$ cat src/rtl/res_tx.sv
`timescale 1ns/1ps
// Result readout: streams NBYTES bytes from the result buffer to the Raspberry Pi
// over GPIO, one byte per Pi acknowledge strobe.
module res_tx #(
  parameter int WD     = 8,
  parameter int NBYTES = 10,
  parameter int AW     = 4
) (
  input  logic          clk,
  input  logic          rstn,
  input  logic          igo,
  input  logic          rpi_en,
  input  logic [WD-1:0] rd_data,
  output logic          rd_cen_n,
  output logic [AW-1:0] rd_addr,
  output logic [WD-1:0] io_out,
  output logic          io_oe,
  output logic          io_vld,
  output logic          rpi_req,
  output logic          busy,
  output logic          done
);

  typedef enum logic [2:0] {IDLE, FETCH, LOAD, WAIT, DONE} state_t;

  localparam logic [AW-1:0] LAST = AW'(NBYTES - 1);

  state_t        state;
  state_t        state_nxt;
  logic [AW-1:0] idx;
  logic          igo_q;
  logic          start;
  logic          en_q;
  logic          ack;

  // Input edge detect: a held level yields exactly one registered pulse
  always_ff @(posedge clk) begin
    if (!rstn) begin
      igo_q <= 1'b0;
      start <= 1'b0;
      en_q  <= 1'b0;
      ack   <= 1'b0;
    end else begin
      igo_q <= igo;
      start <= igo & ~igo_q;
      en_q  <= rpi_en;
      ack   <= rpi_en & ~en_q;
    end
  end

  always_ff @(posedge clk) begin
    if (!rstn) state <= IDLE;
    else       state <= state_nxt;
  end

  always_comb begin
    state_nxt = state;
    unique case (state)
      IDLE:    if (start) state_nxt = FETCH;
      FETCH:   state_nxt = LOAD;
      LOAD:    state_nxt = WAIT;
      WAIT:    if (ack) state_nxt = (idx == LAST) ? DONE : FETCH;
      DONE:    state_nxt = IDLE;
      default: state_nxt = IDLE;
    endcase
  end

  // Registered GPIO-side outputs; io_out only changes while io_vld is low
  always_ff @(posedge clk) begin
    if (!rstn) begin
      idx     <= '0;
      io_out  <= '0;
      io_vld  <= 1'b0;
      io_oe   <= 1'b0;
      rpi_req <= 1'b0;
      busy    <= 1'b0;
      done    <= 1'b0;
    end else begin
      unique case (state)
        IDLE: begin
          if (start) begin
            idx     <= '0;
            busy    <= 1'b1;
            io_oe   <= 1'b1;
            rpi_req <= 1'b1;
          end
        end
        FETCH: ;
        LOAD: begin
          io_out <= rd_data;
          io_vld <= 1'b1;
        end
        WAIT: begin
          if (ack) begin
            io_vld <= 1'b0;
            if (idx == LAST) begin
              rpi_req <= 1'b0;
              io_oe   <= 1'b0;
              io_out  <= '0;
              done    <= 1'b1;
              idx     <= '0;
            end else begin
              idx <= idx + 1'b1;
            end
          end
        end
        DONE: begin
          done <= 1'b0;
          busy <= 1'b0;
        end
        default: ;
      endcase
    end
  end

  // The buffer read is issued only in FETCH; the address simply tracks idx
  assign rd_cen_n = (state != FETCH);
  assign rd_addr  = idx;

endmodule

$ cat config.mk
export PLATFORM = sky130hd
export DESIGN_NAME = res_tx
export DESIGN_NICKNAME = d
export VERILOG_FILES = /design/src/rtl/res_tx.sv
export SDC_FILE = /design/constraint.sdc
export NUM_CORES = 1
export LEC_CHECK = 0
export CAP_MARGIN = 10
export CORE_MARGIN = 8
export CORE_UTILIZATION = 45
export DETAILED_ROUTE_END_ITERATION = 10
export GPL_ROUTABILITY_DRIVEN = 0
export PLACE_DENSITY = 0.78
export SLEW_MARGIN = 20
export SYNTH_ARGS = -nofsm -noshare
export SYNTH_HDL_FRONTEND = slang
export SYNTH_SLANG_ARGS = --single-unit
export TNS_END_PERCENT = 1
$ cat constraint.sdc
create_clock -name clk -period 1.6 [get_ports clk]
set_input_delay 0.32 -clock clk [delete_from_list [all_inputs] [get_ports clk]]
set_output_delay 0.32 -clock clk [all_outputs]
set_load 0.01 [all_outputs]
==> metrics, run 1 <==
number of synthesized flops with an enable pin 0; R2R Path End rd_addr[2]; largest net degree at the start of global routing 14; Tcrit/Tclk final 97.6%; final wirelength 2.34 mm; worst path arrival time 1.77 ns; Slew @ Worst Pin between 0.5 and 0.6 ns; HPWL after detailed placement 1.85 mm; share of cells above drive strength 1 17.3%; GRT Util Overall 12.3%; critical path startpoint category flop; worst-path fanout max 8; ANT nets after route 0; Antenna diodes 0; leakage 0.000645 µW; sequential area share after synthesis 46.6%; wire length per cell between 10 and 15 µm; CP Launch Point state[2]; clock sinks 23; Synth Register Bits 23; PwrDens 792 nW/µm²; Via Count 889; CP endpoint kind flop; Synth top cells by count 23 x dfxtp_1, 15 x a21oi_1, 12 x nand2_1, 8 x o211ai_1, 4 x clkbuf_1; most used flip-flop cell after synthesis dfxtp_1; TritonRoute pass-1 iters 4; Setup crit end rd_addr[2]; RR Startpoint state[2]; Layout area overhead 39.9%; DR iter-0 viols 20; Worst-path clk slew 0.12 ns; max-slew violations 0; first-pass GRT wire length 4.04 mm; Post-CTS Setup Repair Bufs 0; top cells by area, synth dfxtp_1 47%, a21oi_1 7.6%, o211ai_1 6.1%; grt ovf 0; clock buffer depth 2; P_sw 282 µW; flop2flop setup slack 0.04 ns; Synth top area share 46.6%; # port buffers 29; Yosys Warn Count 0; max frequency 641 MHz; Worst Hold Class reg -> reg; Hold Vio Cnt, Final 0; biggest area consumer among synthesized cells dfxtp_1; Async SR Flop Fraction 0%; vias per cell about 5.3; RSZ-0062 raised after global routing false; switching power share of the total about a quarter; total nets after synthesis 119; Initial Util 46.0%; # rows 17; clock root buffer master clkbuf_4; Num CTS Buffers 3; Final min period 1.56 ns; placed cell count about 160; die area 3950 µm²; count leader, synth dfxtp_1; fin nets 154; reg2reg path depth 4; Cell Area, Synth 988 µm²; Final WS setup 0.0388 ns; CORE AREA ~2100 µm²; die height about 63 µm; Seq pwr share 56.9%; DP Worst Slack -0.000545 ns; P_int 814 µW; Worst Skew 0.00585 ns; Setup violations, final 0; fin cells 167; status complete, no violations; relative slew slack 66.2%; clock latency on the worst-skew pair 0.31 ns; Post-CTS Hold Buffers 0; clock power share 23.7%; initial antenna violation count 0; WHS Path Cells 1; synth unique cells 31; max_cap viols 0; Setup CP Type reg -> reg; TritonCTS clock tree done; vias in the first global route 900; Die Wd 62.9 µm; Max VDD drop roughly 700 µV; io pins 30; WP data required 1.81 ns; Syn Area/Cell 9.41 µm²; DRC viols 0; Comb pwr share 19.4%; H-tree depth 1; filler cell count roughly 180; Post-Syn Instances 105
==> worst max-delay path, stage by stage (launching register included) <==
cell and delay (ns):
dfxtp_2 0.34, buf_4 0.15, or4b_4 0.57, o2bb2ai_1 0.15
a32o_1 0.25
==> cells in the final DEF (no fill, tap or decap), types with 2 or more instances in the layout <==
cell type        Yosys  layout
clkdlybuf4s50_1      0      21
dfxtp_1             23      18
a21oi_1             15      15
nand2_1             12      12
buf_4                1       9
o211ai_1             8       8
dlymetal6s2s_1       0       6
dfxtp_2              0       5
inv_1                3       3
nand3_1              3       3
o21ai_0              3       3
nor2b_1              3       3
clkbuf_4             0       3
nand2b_1             2       2
or3b_1               2       2
nor2_1               2       2
nor3_1               2       2
and4b_1              2       2
and2_1               2       2
ha_1                 2       2
==> timing repair <==
| action | 4_1_cts | 5_1_grt |
|---|---|---|
| resized for setup | 9 | 9 |
| gates cloned | 0 | 0 |
| setup endpoints to repair | 5 | 9 |
| pin swaps | 0 | 0 |
==> flip-flops by register name, indices dropped and copies added (netlist names) <==
name,cells
io_out,8
rd_addr,4
state,3
ack,1
busy,1
done,1
en_q,1
igo_q,1
io_vld,1
rpi_req,1
start,1
==> logic make-up (layout without fill, tap and decap cells) <==
kind of cell	after synthesis	after routing	share of synthesized area (%)
xor gates and xnor gates	1	1	0.886
DFF	23	23	46.6
AOI/OAI and AO/OA	31	31	19.5
buffers and inverters	11	45	6.20
adders and majority gates	2	2	2.53
and+or+nand+nor	37	37	24.3
==> worst min-delay path by stage <==
| stage | startpoint | slack (ns) | endpoint |
|---|---|---|---|
| detailed placement | en_q | 0.37 | ack |
| global placement | en_q | 0.37 | ack |
| global route | en_q | 0.40 | ack |
| CTS | en_q | 0.39 | ack |
| finish | en_q | 0.39 | ack |
| floorplan | en_q | 0.37 | ack |
==> power groups by stage <==
stage	Clock (µW)	Sequential, µW	Combinational, µW
4_1_cts	268	623	214
2_1_floorplan	0	643	101
5_1_grt	304	628	230
6_report	260	623	213
3_5_place_dp	0	636	212
3_3_place_gp	0	635	206
==> through the flow <==
stage	instance area (µm²)	setup TNS [ns]	power, µW	utilization [%]	hold slack, ns
floorplan	988	0	744	-	0.367
global route	1380	0	1160	64.4	0.403
detailed placement	1330	-0.000545	848	62.0	0.373
CTS	1360	-0.000329	1100	63.4	0.392
global placement	1330	0	841	62.0	0.373
finish	1380	0	1100	64.4	0.392
==> layout make-up <==
| type | count | area (µm²) | share of cell area, % |
|---|---|---|---|
| Multi-Input combinational cell | 71 | 469 | 33.9 |
| Sequential cell | 23 | 467 | 33.8 |
| Timing Repair Buffer | 38 | 373 | 27.0 |
| Tap cell | 28 | 35.0 | 2.53 |
| Clock buffer | 3 | 22.5 | 1.63 |
| Inverter | 3 | 11.3 | 0.814 |
| Clock inverter | 1 | 5.00 | 0.362 |
==> layer usage <==
metal  part of all wire [%]  vias up  GRT usage (%)
li1                       -      443              -
met1                     41      417           13.5
met2                     53       23           20.9
met3                    2.6        6           2.15
met4                    2.8        0           8.55
met5                      0        -              0
No activity file was read; power rests on OpenSTA's default activity.
==> run 2: changes to the inputs <==
--- a/config.mk
+++ b/config.mk
@@ -8,6 +8,7 @@
 export CAP_MARGIN = 10
 export CORE_MARGIN = 8
 export CORE_UTILIZATION = 45
+export CTS_CLUSTER_SIZE = 20
 export DETAILED_ROUTE_END_ITERATION = 10
 export GPL_ROUTABILITY_DRIVEN = 0
 export PLACE_DENSITY = 0.78
@@ -15,4 +16,4 @@
 export SYNTH_ARGS = -nofsm -noshare
 export SYNTH_HDL_FRONTEND = slang
 export SYNTH_SLANG_ARGS = --single-unit
-export TNS_END_PERCENT = 1
+export TNS_END_PERCENT = 30
==> results of run 2 <==
Same layout as run 1: the final DEF is identical, and so are final timing and power.
==> run 3: changes to the inputs <==
--- a/config.mk
+++ b/config.mk
@@ -7,11 +7,11 @@
 export LEC_CHECK = 0
 export CAP_MARGIN = 10
 export CORE_MARGIN = 8
-export CORE_UTILIZATION = 45
+export CORE_UTILIZATION = 41
 export CTS_CLUSTER_SIZE = 20
 export DETAILED_ROUTE_END_ITERATION = 10
 export GPL_ROUTABILITY_DRIVEN = 0
-export PLACE_DENSITY = 0.78
+export PLACE_DENSITY = 0.75
 export SLEW_MARGIN = 20
 export SYNTH_ARGS = -nofsm -noshare
 export SYNTH_HDL_FRONTEND = slang
==> constraint.sdc (replaced) <==
create_clock -name clk -period 1.3 [get_ports clk]
set_input_delay 0.26 -clock clk [delete_from_list [all_inputs] [get_ports clk]]
set_output_delay 0.26 -clock clk [all_outputs]
set_load 0.01 [all_outputs]
==> run 3 against run 2 <==
The run now ends with negative setup slack left. Setup slack worse by 0.21 ns. Core utilization grew 2.1 points. Clock skew decreased by 0.0041 ns. Global-route usage grew 0.19 points. Clock power is 26% higher. Cell area up 8.4%. Register-to-register slack worse by 0.21 ns. Critical path type unchanged. Largest power group unchanged.
==> metrics, run 3 (synthesis results as in run 1) <==
DR iter-0 viols 26 (was 20); DRC viols 0 (unchanged); clock root buffer master clkbuf_4 (unchanged); PwrDens 931 nW/µm² (was 792 nW/µm²); most frequent cells in the layout 16 x dfxtp_1, 16 x dlygate4sd2_1, 15 x buf_4 (was 21 x clkdlybuf4s50_1, 18 x dfxtp_1, 15 x a21oi_1); largest net degree at the start of global routing 14 (unchanged); share of cells above drive strength 1 30.3% (was 17.3%); # port buffers 29 (unchanged); RSZ-0062 raised after global routing true (was false); HPWL after detailed placement 1.91 mm (was 1.85 mm); leakage 0.000686 µW (was 0.000645 µW); TritonRoute pass-1 iters 4 (unchanged); CORE AREA 2250 µm² (was 2150 µm²); Initial Util 43.8% (was 46.0%); grt ovf 0 (unchanged); Num CTS Buffers 3 (unchanged); Antenna diodes 0 (unchanged); ANT nets after route 0 (unchanged); met3 Usage GRT 1.36% (was 2.15%); relative slew slack 84.8% (was 66.2%); GRT Max-Usage Layer met2 (unchanged); clock sinks 23 (unchanged); Worst-path clk slew 0.13 ns (was 0.12 ns); max frequency 680 MHz (was 641 MHz); first-pass GRT wire length 4.33 mm (was 4.04 mm); worst-path fanout max 5 (was 8); max-slew violations 0 (unchanged); Setup CP Type reg -> reg (unchanged); grt met1 use 14.3% (was 13.5%); Post-CTS Hold Buffers 0 (unchanged); WP data required 1.51 ns (was 1.81 ns); clock latency on the worst-skew pair 0.31 ns (about the same); CP endpoint kind flop (unchanged); Final Total Pwr 1400 µW (was 1100 µW); Worst Hold Class reg -> reg (unchanged); Layout area overhead 51.6% (was 39.9%); vias per cell 5.26 (was 5.32); failing checks negative setup slack; Max VDD drop 639 µV (was 700 µV); H-tree depth 1 (unchanged); Via Count 947 (was 889); fin nets 167 (was 154); initial antenna violation count 0 (unchanged); Final min period 1.47 ns (was 1.56 ns); Final WS setup -0.171 ns (was 0.0388 ns); TritonCTS clock tree done (unchanged); max_cap viols 0 (unchanged); max reg flops 8 (unchanged); GRT met2 Usage 21.9% (was 20.9%); wire length per cell 15.1 µm (was 14.0 µm); critical path startpoint category flop (unchanged); Slew @ Worst Pin 0.228 ns (was 0.504 ns); Die Wd 65.1 µm (was 62.9 µm); Setup violations, final 12 (was 0); die height 65.1 µm (was 62.9 µm); Tcrit/Tclk final 113% (was 97.6%); final wirelength 2.71 mm (was 2.34 mm); placed cell count 174 (was 163); die area 4240 µm² (was 3950 µm²); filler cell count 196 (was 182); # rows 17 (unchanged); GRT Util Overall 12.5% (was 12.3%); worst path arrival time 1.68 ns (was 1.77 ns); Hold Vio Cnt, Final 0 (unchanged); vias in the first global route 953 (was 900); fin cells 180 (was 167); clock buffer depth 2 (unchanged); status finished, violations left (was complete, no violations); Worst Skew 0.00170 ns (was 0.00585 ns); Top reg by flops io_out (unchanged); io pins 30 (unchanged)
[run 3: cell count changes in the layout (fill, tap and decap cells not counted), sizes merged]
cell	before	now
clkdlybuf4s50	21	11
or3b	4	5
dlymetal6s2s	6	0
dlygate4sd2	1	16
buf	10	23
[run 3: where the power goes]
part / internal (µW) / switching [µW]
sequential: 742 / 22.2
clock: 115 / 213
combinational: 168 / 135
[run 3: layout make-up]
cell class | instances | area [µm²] | area share [%]
clock inverter | 1 | 5.00 | 0.334
timing repair buffer | 50 | 447 | 29.8
clock buffer | 3 | 22.5 | 1.50
sequential | 23 | 474 | 31.6
tap | 28 | 35.0 | 2.34
inverter | 3 | 11.3 | 0.751
multi-input combinational | 72 | 504 | 33.6
[run 3: repair_timing]
action	4_1_cts	5_1_grt
gates cloned	1	0
pin swaps	8	3
resized for setup	35	12
setup buffers	0	1
hold endpoints to repair	0	0
setup endpoints to repair	33	16
[run 3: worst max-delay path: stages (launching register included)]
cell	delay (ns)
dfxtp_2	0.35
buf_6	0.12
or4b_4	0.54
o2bb2ai_2	0.13
a32o_1	0.23
[run 3: path summary, 6_finish.rpt]
| path | endpoint | startpoint | cells past startpoint | slack [ns] |
|---|---|---|---|---|
| hold reg to reg | ack | en_q | 1 | 0.39 |
| setup / recovery | rd_addr[2] | state[1] | 4 | -0.17 |
| setup reg to reg | rd_addr[2] | state[1] | 4 | -0.17 |
| hold / removal | ack | en_q | 1 | 0.39 |
[run 3: per-stage QoR]
stage / hold WS [ns] / setup TNS [ns] / setup slack (ns) / utilization, % / cell area, µm²
after floorplan: 0.367 / -0.184 / -0.124 / - / 1000
after global placement: 0.372 / -1.52 / -0.183 / 63.2 / 1430
after detailed placement: 0.377 / -2.37 / -0.190 / 63.2 / 1430
after CTS: 0.395 / -1.04 / -0.203 / 64.5 / 1460
after global routing: 0.409 / -1.69 / -0.215 / 66.5 / 1500
final: 0.392 / -0.821 / -0.171 / 66.5 / 1500
[run 3: layer usage]
layer,vias up,part of all wire [%]
met1,453,43
met3,4,3.6
met2,19,52
li1,471,-
met4,0,1.5
met5,-,0
